$ cat config.mk
export PLATFORM = sky130hd
export DESIGN_NAME = ysyx_22050550_div
export DESIGN_NICKNAME = d
export VERILOG_FILES = /design/src/rtl/ysyx_22050550_div.sv
export SDC_FILE = /design/constraint.sdc
export NUM_CORES = 1
export LEC_CHECK = 0
export ABC_AREA = 1
export CELL_PAD_IN_SITES_DETAIL_PLACEMENT = 1
export CELL_PAD_IN_SITES_GLOBAL_PLACEMENT = 2
export CORE_ASPECT_RATIO = 1.5
export CORE_MARGIN = 1
export CORE_UTILIZATION = 34
export CTS_CLUSTER_SIZE = 14
export DETAILED_ROUTE_END_ITERATION = 16
export GPL_TIMING_DRIVEN = 0
export PLACE_DENSITY = 0.91
export SETUP_SLACK_MARGIN = 0.4
export SYNTH_ARGS = -nofsm -noshare
export SYNTH_HDL_FRONTEND = slang
export SYNTH_SLANG_ARGS = --single-unit
$ cat constraint.sdc
create_clock -name clock -period 8.75 [get_ports clock]
set_input_delay 2.1875 -clock clock [delete_from_list [all_inputs] [get_ports clock]]
set_output_delay 2.1875 -clock clock [all_outputs]
set_load 0.005 [all_outputs]
$ cat src/rtl/ysyx_22050550_div.sv
// ysyx_22050550_div: iterative radix-2 restoring integer divider for the EXU.
// Handles RV64M DIV/DIVU/REM/REMU and the word forms DIVW/DIVUW/REMW/REMUW.
// The divider computes one quotient bit per Busy cycle on operand magnitudes.
// A registered fix-up step then applies signs, word sign-extension and the
// divide-by-zero / signed-overflow results.
// Optional build macro: DIV_EARLY_OUT_EN. When it is defined, divide-by-zero
// and signed-overflow requests bypass the Busy iterations.
module ysyx_22050550_div #(
    parameter int XLEN = 64
) (
    input  logic            clock,
    input  logic            reset,
    input  logic            io_Exu_DivValid,
    input  logic            io_Exu_Flush,
    input  logic            io_Exu_Divw,
    input  logic            io_Exu_DivSigned,
    input  logic [XLEN-1:0] io_Exu_Dividend,
    input  logic [XLEN-1:0] io_Exu_Divisor,
    output logic            io_Exu_DivReady,
    output logic            io_Exu_OutValid,
    output logic [XLEN-1:0] io_Exu_Quotient,
    output logic [XLEN-1:0] io_Exu_Remainder
);
    localparam int HALF = XLEN / 2;
    localparam int CW   = $clog2(XLEN) + 1;

    localparam logic [1:0] S_IDLE  = 2'd0;
    localparam logic [1:0] S_BUSY  = 2'd1;
    localparam logic [1:0] S_VALID = 2'd2;

    localparam logic [XLEN-1:0] MIN_X = {1'b1, {(XLEN-1){1'b0}}};
    localparam logic [HALF-1:0] MIN_H = {1'b1, {(HALF-1){1'b0}}};

    logic [1:0]      state_q, state_d;
    logic [CW-1:0]   cnt_q, cnt_d;
    logic            divw_q, divw_d;
    logic            a_neg_q, a_neg_d;
    logic            b_neg_q, b_neg_d;
    logic            div0_q, div0_d;
    logic            ovf_q, ovf_d;
    logic [XLEN-1:0] orig_q, orig_d;     // dividend in the active width, sign-extended for word ops
    logic [XLEN-1:0] rem_q, rem_d;       // partial remainder
    logic [XLEN-1:0] dvd_q, dvd_d;       // dividend magnitude shifting out, quotient bits shifting in
    logic [XLEN-1:0] dvs_q, dvs_d;       // divisor magnitude
    logic [XLEN-1:0] quot_q, quot_d;
    logic [XLEN-1:0] remo_q, remo_d;
    logic            outv_q, outv_d;
`ifdef DIV_EARLY_OUT_EN
    logic            early_q, early_d;
`endif

    logic [XLEN-1:0] a_ext, b_ext, a_abs, b_abs, a_orig;
    logic            a_neg, b_neg, in_div0, in_ovf;

    // Condition the request operands: width extension, sign capture, magnitudes, special cases
    always_comb begin
        a_ext   = io_Exu_Divw ? {{HALF{io_Exu_DivSigned & io_Exu_Dividend[HALF-1]}}, io_Exu_Dividend[HALF-1:0]}
                              : io_Exu_Dividend;
        b_ext   = io_Exu_Divw ? {{HALF{io_Exu_DivSigned & io_Exu_Divisor[HALF-1]}}, io_Exu_Divisor[HALF-1:0]}
                              : io_Exu_Divisor;
        a_neg   = io_Exu_DivSigned & a_ext[XLEN-1];
        b_neg   = io_Exu_DivSigned & b_ext[XLEN-1];
        a_abs   = a_neg ? -a_ext : a_ext;
        b_abs   = b_neg ? -b_ext : b_ext;
        // Word results always sign-extend bit 31, even for the unsigned word forms
        a_orig  = io_Exu_Divw ? {{HALF{io_Exu_Dividend[HALF-1]}}, io_Exu_Dividend[HALF-1:0]}
                              : io_Exu_Dividend;
        in_div0 = io_Exu_Divw ? (io_Exu_Divisor[HALF-1:0] == '0) : (io_Exu_Divisor == '0);
        in_ovf  = io_Exu_DivSigned &
                  (io_Exu_Divw ? ((io_Exu_Dividend[HALF-1:0] == MIN_H) && (io_Exu_Divisor[HALF-1:0] == '1))
                               : ((io_Exu_Dividend == MIN_X) && (io_Exu_Divisor == '1)));
    end

    logic [XLEN:0]   shifted;
    logic            trial_ok;
    logic [XLEN-1:0] rem_step, dvd_step;

    // One restoring iteration: shift, trial-subtract, keep or restore
    always_comb begin
        shifted  = {rem_q, dvd_q[XLEN-1]};
        trial_ok = (shifted >= {1'b0, dvs_q});
        // When the trial succeeds the difference is below the divisor, so XLEN bits suffice
        rem_step = trial_ok ? (shifted[XLEN-1:0] - dvs_q) : shifted[XLEN-1:0];
        dvd_step = {dvd_q[XLEN-2:0], trial_ok};
    end

    logic [XLEN-1:0] q_mag, q_sgn, r_sgn, q_fin, r_fin;

    // Final result fix-up from the last iteration's magnitudes
    always_comb begin
        q_mag = divw_q ? {{HALF{1'b0}}, dvd_step[HALF-1:0]} : dvd_step;
        // a_neg_q/b_neg_q are only ever set for signed ops
        q_sgn = (a_neg_q ^ b_neg_q) ? -q_mag : q_mag;
        r_sgn = a_neg_q ? -rem_step : rem_step;
        if (divw_q) begin
            q_fin = {{HALF{q_sgn[HALF-1]}}, q_sgn[HALF-1:0]};
            r_fin = {{HALF{r_sgn[HALF-1]}}, r_sgn[HALF-1:0]};
        end else begin
            q_fin = q_sgn;
            r_fin = r_sgn;
        end
        if (div0_q) begin
            q_fin = '1;
            r_fin = orig_q;
        end else if (ovf_q) begin
            q_fin = orig_q;
            r_fin = '0;
        end
    end

    // Next-state logic for the Idle/Busy/Valid controller and datapath
    always_comb begin
        state_d = state_q;
        cnt_d   = cnt_q;
        divw_d  = divw_q;
        a_neg_d = a_neg_q;
        b_neg_d = b_neg_q;
        div0_d  = div0_q;
        ovf_d   = ovf_q;
        orig_d  = orig_q;
        rem_d   = rem_q;
        dvd_d   = dvd_q;
        dvs_d   = dvs_q;
        quot_d  = quot_q;
        remo_d  = remo_q;
        outv_d  = 1'b0;
`ifdef DIV_EARLY_OUT_EN
        early_d = early_q;
`endif
        case (state_q)
            S_IDLE: begin
                if (io_Exu_DivValid) begin
                    state_d = S_BUSY;
                    divw_d  = io_Exu_Divw;
                    a_neg_d = a_neg;
                    b_neg_d = b_neg;
                    div0_d  = in_div0;
                    ovf_d   = in_ovf;
                    orig_d  = a_orig;
                    rem_d   = '0;
                    // Word magnitudes start in the upper half so 32 shifts consume them
                    dvd_d   = io_Exu_Divw ? {a_abs[HALF-1:0], {HALF{1'b0}}} : a_abs;
                    dvs_d   = b_abs;
                    cnt_d   = io_Exu_Divw ? CW'(HALF) : CW'(XLEN);
`ifdef DIV_EARLY_OUT_EN
                    if (in_div0 || in_ovf) begin
                        state_d = S_VALID;
                        early_d = 1'b1;
                    end
`endif
                end
            end
            S_BUSY: begin
                if (io_Exu_Flush) begin
                    state_d = S_IDLE;
                end else begin
                    rem_d = rem_step;
                    dvd_d = dvd_step;
                    cnt_d = cnt_q - CW'(1);
                    if (cnt_q == CW'(1)) begin
                        state_d = S_VALID;
                        outv_d  = 1'b1;
                        quot_d  = q_fin;
                        remo_d  = r_fin;
                    end
                end
            end
            S_VALID: begin
                state_d = S_IDLE;
`ifdef DIV_EARLY_OUT_EN
                // Early-out results depend only on latched flags, so they register here
                if (early_q) begin
                    early_d = 1'b0;
                    outv_d  = 1'b1;
                    quot_d  = q_fin;
                    remo_d  = r_fin;
                end
`endif
            end
            default: state_d = S_IDLE;
        endcase
    end

    // State and datapath registers with synchronous reset
    always_ff @(posedge clock) begin
        if (reset) begin
            state_q <= S_IDLE;
            cnt_q   <= '0;
            divw_q  <= 1'b0;
            a_neg_q <= 1'b0;
            b_neg_q <= 1'b0;
            div0_q  <= 1'b0;
            ovf_q   <= 1'b0;
            orig_q  <= '0;
            rem_q   <= '0;
            dvd_q   <= '0;
            dvs_q   <= '0;
            quot_q  <= '0;
            remo_q  <= '0;
            outv_q  <= 1'b0;
`ifdef DIV_EARLY_OUT_EN
            early_q <= 1'b0;
`endif
        end else begin
            state_q <= state_d;
            cnt_q   <= cnt_d;
            divw_q  <= divw_d;
            a_neg_q <= a_neg_d;
            b_neg_q <= b_neg_d;
            div0_q  <= div0_d;
            ovf_q   <= ovf_d;
            orig_q  <= orig_d;
            rem_q   <= rem_d;
            dvd_q   <= dvd_d;
            dvs_q   <= dvs_d;
            quot_q  <= quot_d;
            remo_q  <= remo_d;
            outv_q  <= outv_d;
`ifdef DIV_EARLY_OUT_EN
            early_q <= early_d;
`endif
        end
    end

    assign io_Exu_DivReady  = (state_q == S_IDLE);
    assign io_Exu_OutValid  = outv_q;
    assign io_Exu_Quotient  = quot_q;
    assign io_Exu_Remainder = remo_q;

endmodule

==> results of run 1 <==
[cell usage after synthesis, types with 7 or more instances]
cell / count
nor2_2: 27
o21ai_1: 11
dfxtp_1: 399
a221oi_1: 10
o21bai_1: 15
and2_1: 12
nand2_1: 1425
buf_1: 15
and3_1: 8
o32ai_1: 7
a31oi_1: 37
nor2_4: 12
a21oi_1: 530
o211ai_1: 16
clkbuf_1: 200
buf_6: 13
ha_1: 71
o22ai_1: 34
o21ai_0: 469
o31ai_1: 7
nor3_1: 75
nor2_1: 471
nand2_2: 65
nand3_2: 10
xor2_1: 83
inv_2: 9
nor4_1: 37
inv_1: 734
or2_2: 15
xnor2_1: 15
a22oi_1: 9
nand4_1: 75
nand3b_1: 16
a21oi_2: 31
nand3_1: 324
[cell type report]
class                           count  area, um^2
Fill cell                       12500       54600
Multi-Input combinational cell   3974       19500
Sequential cell                   399        7990
Inverter                          749        2810
Timing Repair Buffer              260        2600
Tap cell                         1173        1470
Clock buffer                       60        1240
Buffer                            239        1060
Clock inverter                     22         283
Antenna cell                        1        2.50
[report_power, final]
part | total (mW) | switching, mW | leakage (nW) | internal, mW
clock | 2.04 | 0.908 | 0.724 | 1.13
sequential | 2.07 | 0.168 | 3.25 | 1.90
combinational | 1.54 | 1.12 | 13.4 | 0.419
total | 5.65 | 2.20 | 17.4 | 3.45
[state kept, by name, summed over array words and instances, names as in the netlist]
| name | cells |
|---|---|
| dvs_q | 64 |
| b_neg_q | 1 |
| io_Exu_OutValid | 1 |
| state_q | 2 |
| io_Exu_Quotient | 64 |
| orig_q | 64 |
| ovf_q | 1 |
| div0_q | 1 |
| io_Exu_Remainder | 64 |
| a_neg_q | 1 |
| dvd_q | 64 |
| rem_q | 64 |
| cnt_q | 7 |
| divw_q | 1 |
[logic make-up after synthesis]
logic type                 count (synthesis)
and+or+nand+nor                         2587
xor gates and xnor gates                  98
DFF                                      399
adders and majority gates                 72
AOI/OAI and AO/OA                       1217
buffers and inverters                    988
[final timing paths]
| check | startpoint | to | slack (ns) | cells after the start |
|---|---|---|---|---|
| worst max-delay path | dvs_q[50]$_SDFFE_PP0P_ | io_Exu_Quotient[60]$_SDFFE_PP0P_ | 2.45 | 31 |
| worst min register to register | dvs_q[46]$_SDFFE_PP0P_ | dvs_q[46]$_SDFFE_PP0P_ | 0.45 | 2 |
| worst min-delay path | dvs_q[46]$_SDFFE_PP0P_ | dvs_q[46]$_SDFFE_PP0P_ | 0.45 | 2 |
| worst max register to register | dvs_q[50]$_SDFFE_PP0P_ | io_Exu_Quotient[60]$_SDFFE_PP0P_ | 2.45 | 31 |
[layout by cell type, fill, tap and decap left out, types with 8 or more instances in the layout]
master / n
buf_6: 13
buf_1: 15
nor2_2: 28
o211ai_1: 16
xnor2_1: 15
nand3_1: 324
a221oi_1: 10
nor2_4: 12
a22oi_1: 9
ha_1: 71
o21ai_1: 11
a21oi_1: 530
and3_1: 8
inv_2: 9
nand3b_1: 16
clkbuf_1: 209
inv_1: 734
a21oi_2: 31
or2_2: 15
nor2_1: 470
nand2_2: 65
dfxtp_1: 399
nand2_1: 1425
a31oi_1: 37
clkdlybuf4s50_1: 260
and2_1: 12
nand4_1: 75
o21bai_1: 15
xor2_1: 83
clkbuf_16: 45
nor4_1: 37
o21ai_0: 469
o22ai_1: 34
nor3_1: 75
nand3_2: 10
[worst max-delay path: cells and delay by family (launching register included)]
kind                       cells  cell delay, ns
and+or+nand+nor               17            3.12
AOI/OAI and AO/OA              6            1.14
buffers and inverters          6            0.71
DFF                            1            0.64
adders and majority gates      2            0.60
[metrics by stage]
stage | hold slack, ns | power, mW | util | cells
final | 0.454 | 5.65 | 0.404 | 6877
after global routing | 0.484 | 5.81 | 0.404 | 6876
after CTS | 0.457 | 5.61 | 0.404 | 6876
after detailed placement | 0.443 | 3.60 | 0.387 | 6794
after global placement | 0.437 | 3.58 | 0.387 | 6794
after floorplan | 0.418 | 2.88 | - | 5361
[layer usage]
metal / vias up / track usage / share of wire
met5: - / 0 / 0
met4: 0 / 0.380 / 0.12
met3: 552 / 0.0386 / 0.043
met2: 1391 / 0.673 / 0.48
met1: 18800 / 0.412 / 0.36
li1: 18000 / - / -
==> out/metrics.cfg, run 1 <==
[run_status]
status = finished, violations left
violations = capacitance limit, slew limit

[synth]
synthMuxAreaShare = 0
synthAdderAreaFrac = 0.0289
synthSimpleGateAreaFrac = 0.354
yosysTopAreaCell = dfxtp_1
synth_edf_count = 0
synth_ff_type = dfxtp_1
synth_area_leaders = dfxtp_1, nand2_1, inv_1
synth_compound_area_frac = 0.212
yosys.area.top_type_share = 0.255
synth_area_mm2 = 0.0314
synth_top_family_by_area = simple AND/OR/NAND/NOR gates
syn_avg_cell_area_um2 = 5.85
syn-num-nets = 5567
yosysWarnings = 0
synth-seq-cells = 399
async_reset_ff_frac = 0
ys_types = 64
synth_xor_area_frac = 0.0274
synth_cells = 5361
seq_area_frac_synth = 0.255

[floorplanning]
coreArea_mm2 = 0.0915
io_pins = 264
dieArea_mm2 = 0.0935
initial_core_util = 0.343
die_h_um = 374
placementRows = 136
die_w_um = 250

[timing]
hold_violations = 0
fin_ws_ns = 2.45
finClkSkew_ns = 0.0585
tns_ns = 0
finalCritPeriodShare = 0.720
slew_headroom = -0.00165
fmax_ghz = 0.159
setup_viol = 0
min_period_ns = 6.30
rsz0062_at_grt = false
worst_pin_slew_ns = 1.50
drv_slew = 10

[pwr]
p_leak_nw = 17.4
peakVddDrop_uv = 166
powerDensity_mw_per_mm2 = 153

[grt]
grt.total_usage = 0.390
grt_pass1_wl_um = 265000
grt.overflow.total = 0
grt_max_degree = 15
antenna_found_initial = 3
grt_pass1_vias = 39200

[cts]
cts_tree = built
cts_root_buf = clkbuf_16
post_cts_buffers = 0
h-tree-depth = 2
hold_buffers = 0
clkTransAtPathRegs_ns = 0.06
insertion_delay_ns = 0.65
cts_num_sinks = 399
cts_repair_resize_count = 0
clk_path_buf_depth = 3
cts_buffers = 45

[setup_path]
cpPeakStageDelay_ns = 0.64
cp_max_fo = 10
crit_path_start_kind = flip-flop
required_ns = 9.31
cpMostUsedCell = nand2_1
worstSetupPathType = reg -> reg
arrival_ns = 6.86
cp_slowest_cell = dfxtp_1
worstSetupEndpointType = flip-flop

[routing]
wl_um = 188000
wl_per_cell_um = 27.4
drtIter0Drc = 2633
viasPerCell = 5.64
firstDrtPassIters = 5
via_count = 38800
ant_nets = 0
drc = 0

[cells_and_area]
drive_gt1_frac = 0.0507
fin_area_mm2 = 0.0370
final_nets = 5874
syn2layout_area_growth_pct = 17.8

[flow_run]
drv_cap = 1

[place]
portBuffers = 260
preCtsSetupSlack_ns = 2.23
hpwl_um = 160000
globalplace.congestion = 1.06
placed_area_mm2 = 0.0355

[worst_hold_path]
worst_hold_path_type = reg -> reg

(Power assumes the default switching activity.)
==> run 2: changes to the inputs <==
--- a/config.mk
+++ b/config.mk
@@ -10,11 +10,11 @@
 export CELL_PAD_IN_SITES_GLOBAL_PLACEMENT = 2
 export CORE_ASPECT_RATIO = 1.5
 export CORE_MARGIN = 1
-export CORE_UTILIZATION = 34
+export CORE_UTILIZATION = 31
 export CTS_CLUSTER_SIZE = 14
 export DETAILED_ROUTE_END_ITERATION = 16
 export GPL_TIMING_DRIVEN = 0
-export PLACE_DENSITY = 0.91
+export PLACE_DENSITY = 0.85
 export SETUP_SLACK_MARGIN = 0.4
 export SYNTH_ARGS = -nofsm -noshare
 export SYNTH_HDL_FRONTEND = slang
==> constraint.sdc (replaced) <==
create_clock -name clock -period 6.45 [get_ports clock]
set_input_delay 1.6125 -clock clock [delete_from_list [all_inputs] [get_ports clock]]
set_output_delay 1.6125 -clock clock [all_outputs]
set_load 0.005 [all_outputs]
==> run 2 against run 1 <==
Largest power group unchanged. Power increased by 37%. Global-route usage decreased by 2.2 points. The run now ends clean. Highest routed layer unchanged. Cell count increased by 1.9%. Clock skew decreased by 0.011 ns.
==> out/metrics.cfg, run 2 (synthesized netlist as in run 1, its figures left out) <==
[run_status]
status = completed

[grt]
grt_pass1_vias = 38500  ; -1.8%
grt.overflow.total = 0  ; unchanged
grt_pass1_wl_um = 270000  ; +2.1%
grt_max_degree = 14  ; -1
grt.total_usage = 0.368  ; -0.0221
antenna_found_initial = 0  ; -3

[pwr]
intPower_mw = 4.72  ; +37%
switching_share = 0.391  ; +0.00135
combPwrFrac = 0.274  ; about the same
p_leak_nw = 17.4  ; +0.43%
powerDensity_mw_per_mm2 = 207  ; +36%
switching_power_mw = 3.03  ; +38%
finalPower_mw = 7.75  ; +37%
seqPwrFrac = 0.363  ; -0.003
peakVddDrop_uv = 189  ; +14%
pwr-share-clk = 0.363  ; +0.002

[cts]
cts_tree = built
clkTransAtPathRegs_ns = 0.07  ; about the same
h-tree-depth = 2  ; unchanged
hold_buffers = 0  ; unchanged
cts_root_buf = clkbuf_16
insertion_delay_ns = 0.63  ; -0.02 ns
cts_buffers = 46  ; +2.2%
clk_path_buf_depth = 3  ; unchanged
cts_num_sinks = 399  ; unchanged

[timing]
tns_ns = 0  ; unchanged
worst_pin_slew_ns = 1.25  ; -0.255 ns
min_period_ns = 5.79  ; -0.510 ns
slew_headroom = 0.168  ; +0.170
finalCritPeriodShare = 0.898  ; +0.178
rsz0062_at_grt = false
finClkSkew_ns = 0.0471  ; -0.0114 ns
fin_ws_ns = 0.660  ; -1.79 ns
fmax_ghz = 0.173  ; +8.8%
hold_violations = 0  ; unchanged
setup_viol = 0  ; unchanged
drv_slew = 0  ; -10

[flow_run]
drv_cap = 0  ; -1

[cells_and_area]
post-route-util = 0.373  ; -0.0305
final_common_cell = nand2_1
final_cell_mix = nand2_1, inv_1, a21oi_1, nor2_1, o21ai_0
syn2layout_area_growth_pct = 19.0
drive_gt1_frac = 0.0573  ; +0.00658
fillers = 13500  ; +7.6%
final_nets = 5881  ; +0.12%

[setup_path]
arrival_ns = 6.29  ; -0.57 ns
critical_path.startpoint = dvs_q[56]$_SDFFE_PP0P_
r2r_start = dvs_q[56]$_SDFFE_PP0P_
cpPeakStageDelay_ns = 0.50  ; -0.14 ns
worstSetupEndpointType = flip-flop
required_ns = 6.95  ; -2.36 ns
cp_max_fo = 10  ; unchanged
crit_path_start_kind = flip-flop
worstSetupPathType = reg -> reg
cp_slowest_cell = o21ai_1

[floorplanning]
die_h_um = 392  ; +4.7%
dieArea_mm2 = 0.103  ; +9.6%
placementRows = 142  ; +4.4%
die_w_um = 262  ; +4.7%
io_pins = 264  ; unchanged
initial_core_util = 0.314  ; -0.0291
coreArea_mm2 = 0.100  ; +9.3%

[routing]
firstDrtPassIters = 6  ; +1
drc = 0  ; unchanged
viasPerCell = 5.50  ; -2.5%
via_count = 38500  ; -0.62%
drtIter0Drc = 2831  ; +7.5%
wl_per_cell_um = 27.5  ; +0.44%
wl_um = 193000  ; +2.3%
ant_nets = 0  ; unchanged

[place]
hpwl_um = 163000  ; +2.3%
globalplace.congestion = 1.04  ; -1.4%
portBuffers = 260  ; unchanged
preCtsSetupSlack_ns = 0.283  ; -1.95 ns

[worst_hold_path]
hp-start = dvs_q[38]$_SDFFE_PP0P_
worst_hold_path_type = reg -> reg

[run 2: cell types whose count changed in the layout (fill, tap and decap cells not counted), moves of 4 or more]
cell,before,now
inv_2,9,13
dfxtp_1,399,395
o21ai_0,469,464
inv_1,734,727
inv_6,1,5
dfxtp_2,0,4
clkbuf_1,209,204
clkinv_2,5,13
buf_4,2,8
[run 2: cell type report]
type	count	area, um^2	share of cell area
inverters	749	2830	0.0757
repair buffers	266	2650	0.0709
flip-flops and latches	399	7990	0.214
clock inverters	27	298	0.00797
diodes	1	2.50	0.0000670
plain buffers	239	1060	0.0283
multi-input cells	3974	19600	0.526
well taps	1296	1620	0.0434
clock buffers	57	1260	0.0338
[run 2: power by group through the flow]
stage	Clock (mW)	Combinational, mW	Sequential, mW
after global placement	0	2.04	2.85
after detailed placement	0	2.06	2.85
final	2.81	2.13	2.81
after global routing	2.90	2.27	2.80
after floorplan	0	1.21	2.70
after CTS	2.82	2.07	2.79
[run 2: timing repair]
item | CTS | global route
setup endpoints to repair | 4 | 13
pin swaps | 0 | 7
setup buffers | 0 | 6
gates resized for setup | 3 | 36
[run 2: per-stage QoR]
step	cells	area, um^2	hold slack, ns
2_1_floorplan	5361	31400	0.418
4_1_cts	7001	37200	0.458
3_5_place_dp	6917	35600	0.444
6_report	7008	37400	0.455
5_1_grt	7007	37400	0.462
3_3_place_gp	6917	35600	0.436
[run 2: per-layer routing]
layer / global-route usage / routed length, um
met1: 0.398 / 71400
met2: 0.619 / 90500
met3: 0.0397 / 8400
met4: 0.353 / 22400
met5: 0 / 0
[run 2: worst max-delay path, delay by kind of cell, from the launching register on]
kind	cells	cell delay (ns)
AO/OA/AOI/OAI	2	0.57
adder cells (fa/ha/maj)	2	0.60
buffers and inverters	8	1.17
flip-flops	1	0.30
AND/OR/NAND/NOR	23	3.02
[run 2: path summary, 6_finish.rpt]
check	slack (ns)	cells past startpoint	endpoint
worst max register to register	0.66	35	io_Exu_Quotient[40]$_SDFFE_PP0P_
worst min register to register	0.45	2	dvs_q[38]$_SDFFE_PP0P_
worst max-delay path	0.66	35	io_Exu_Quotient[40]$_SDFFE_PP0P_
worst min-delay path	0.45	2	dvs_q[38]$_SDFFE_PP0P_
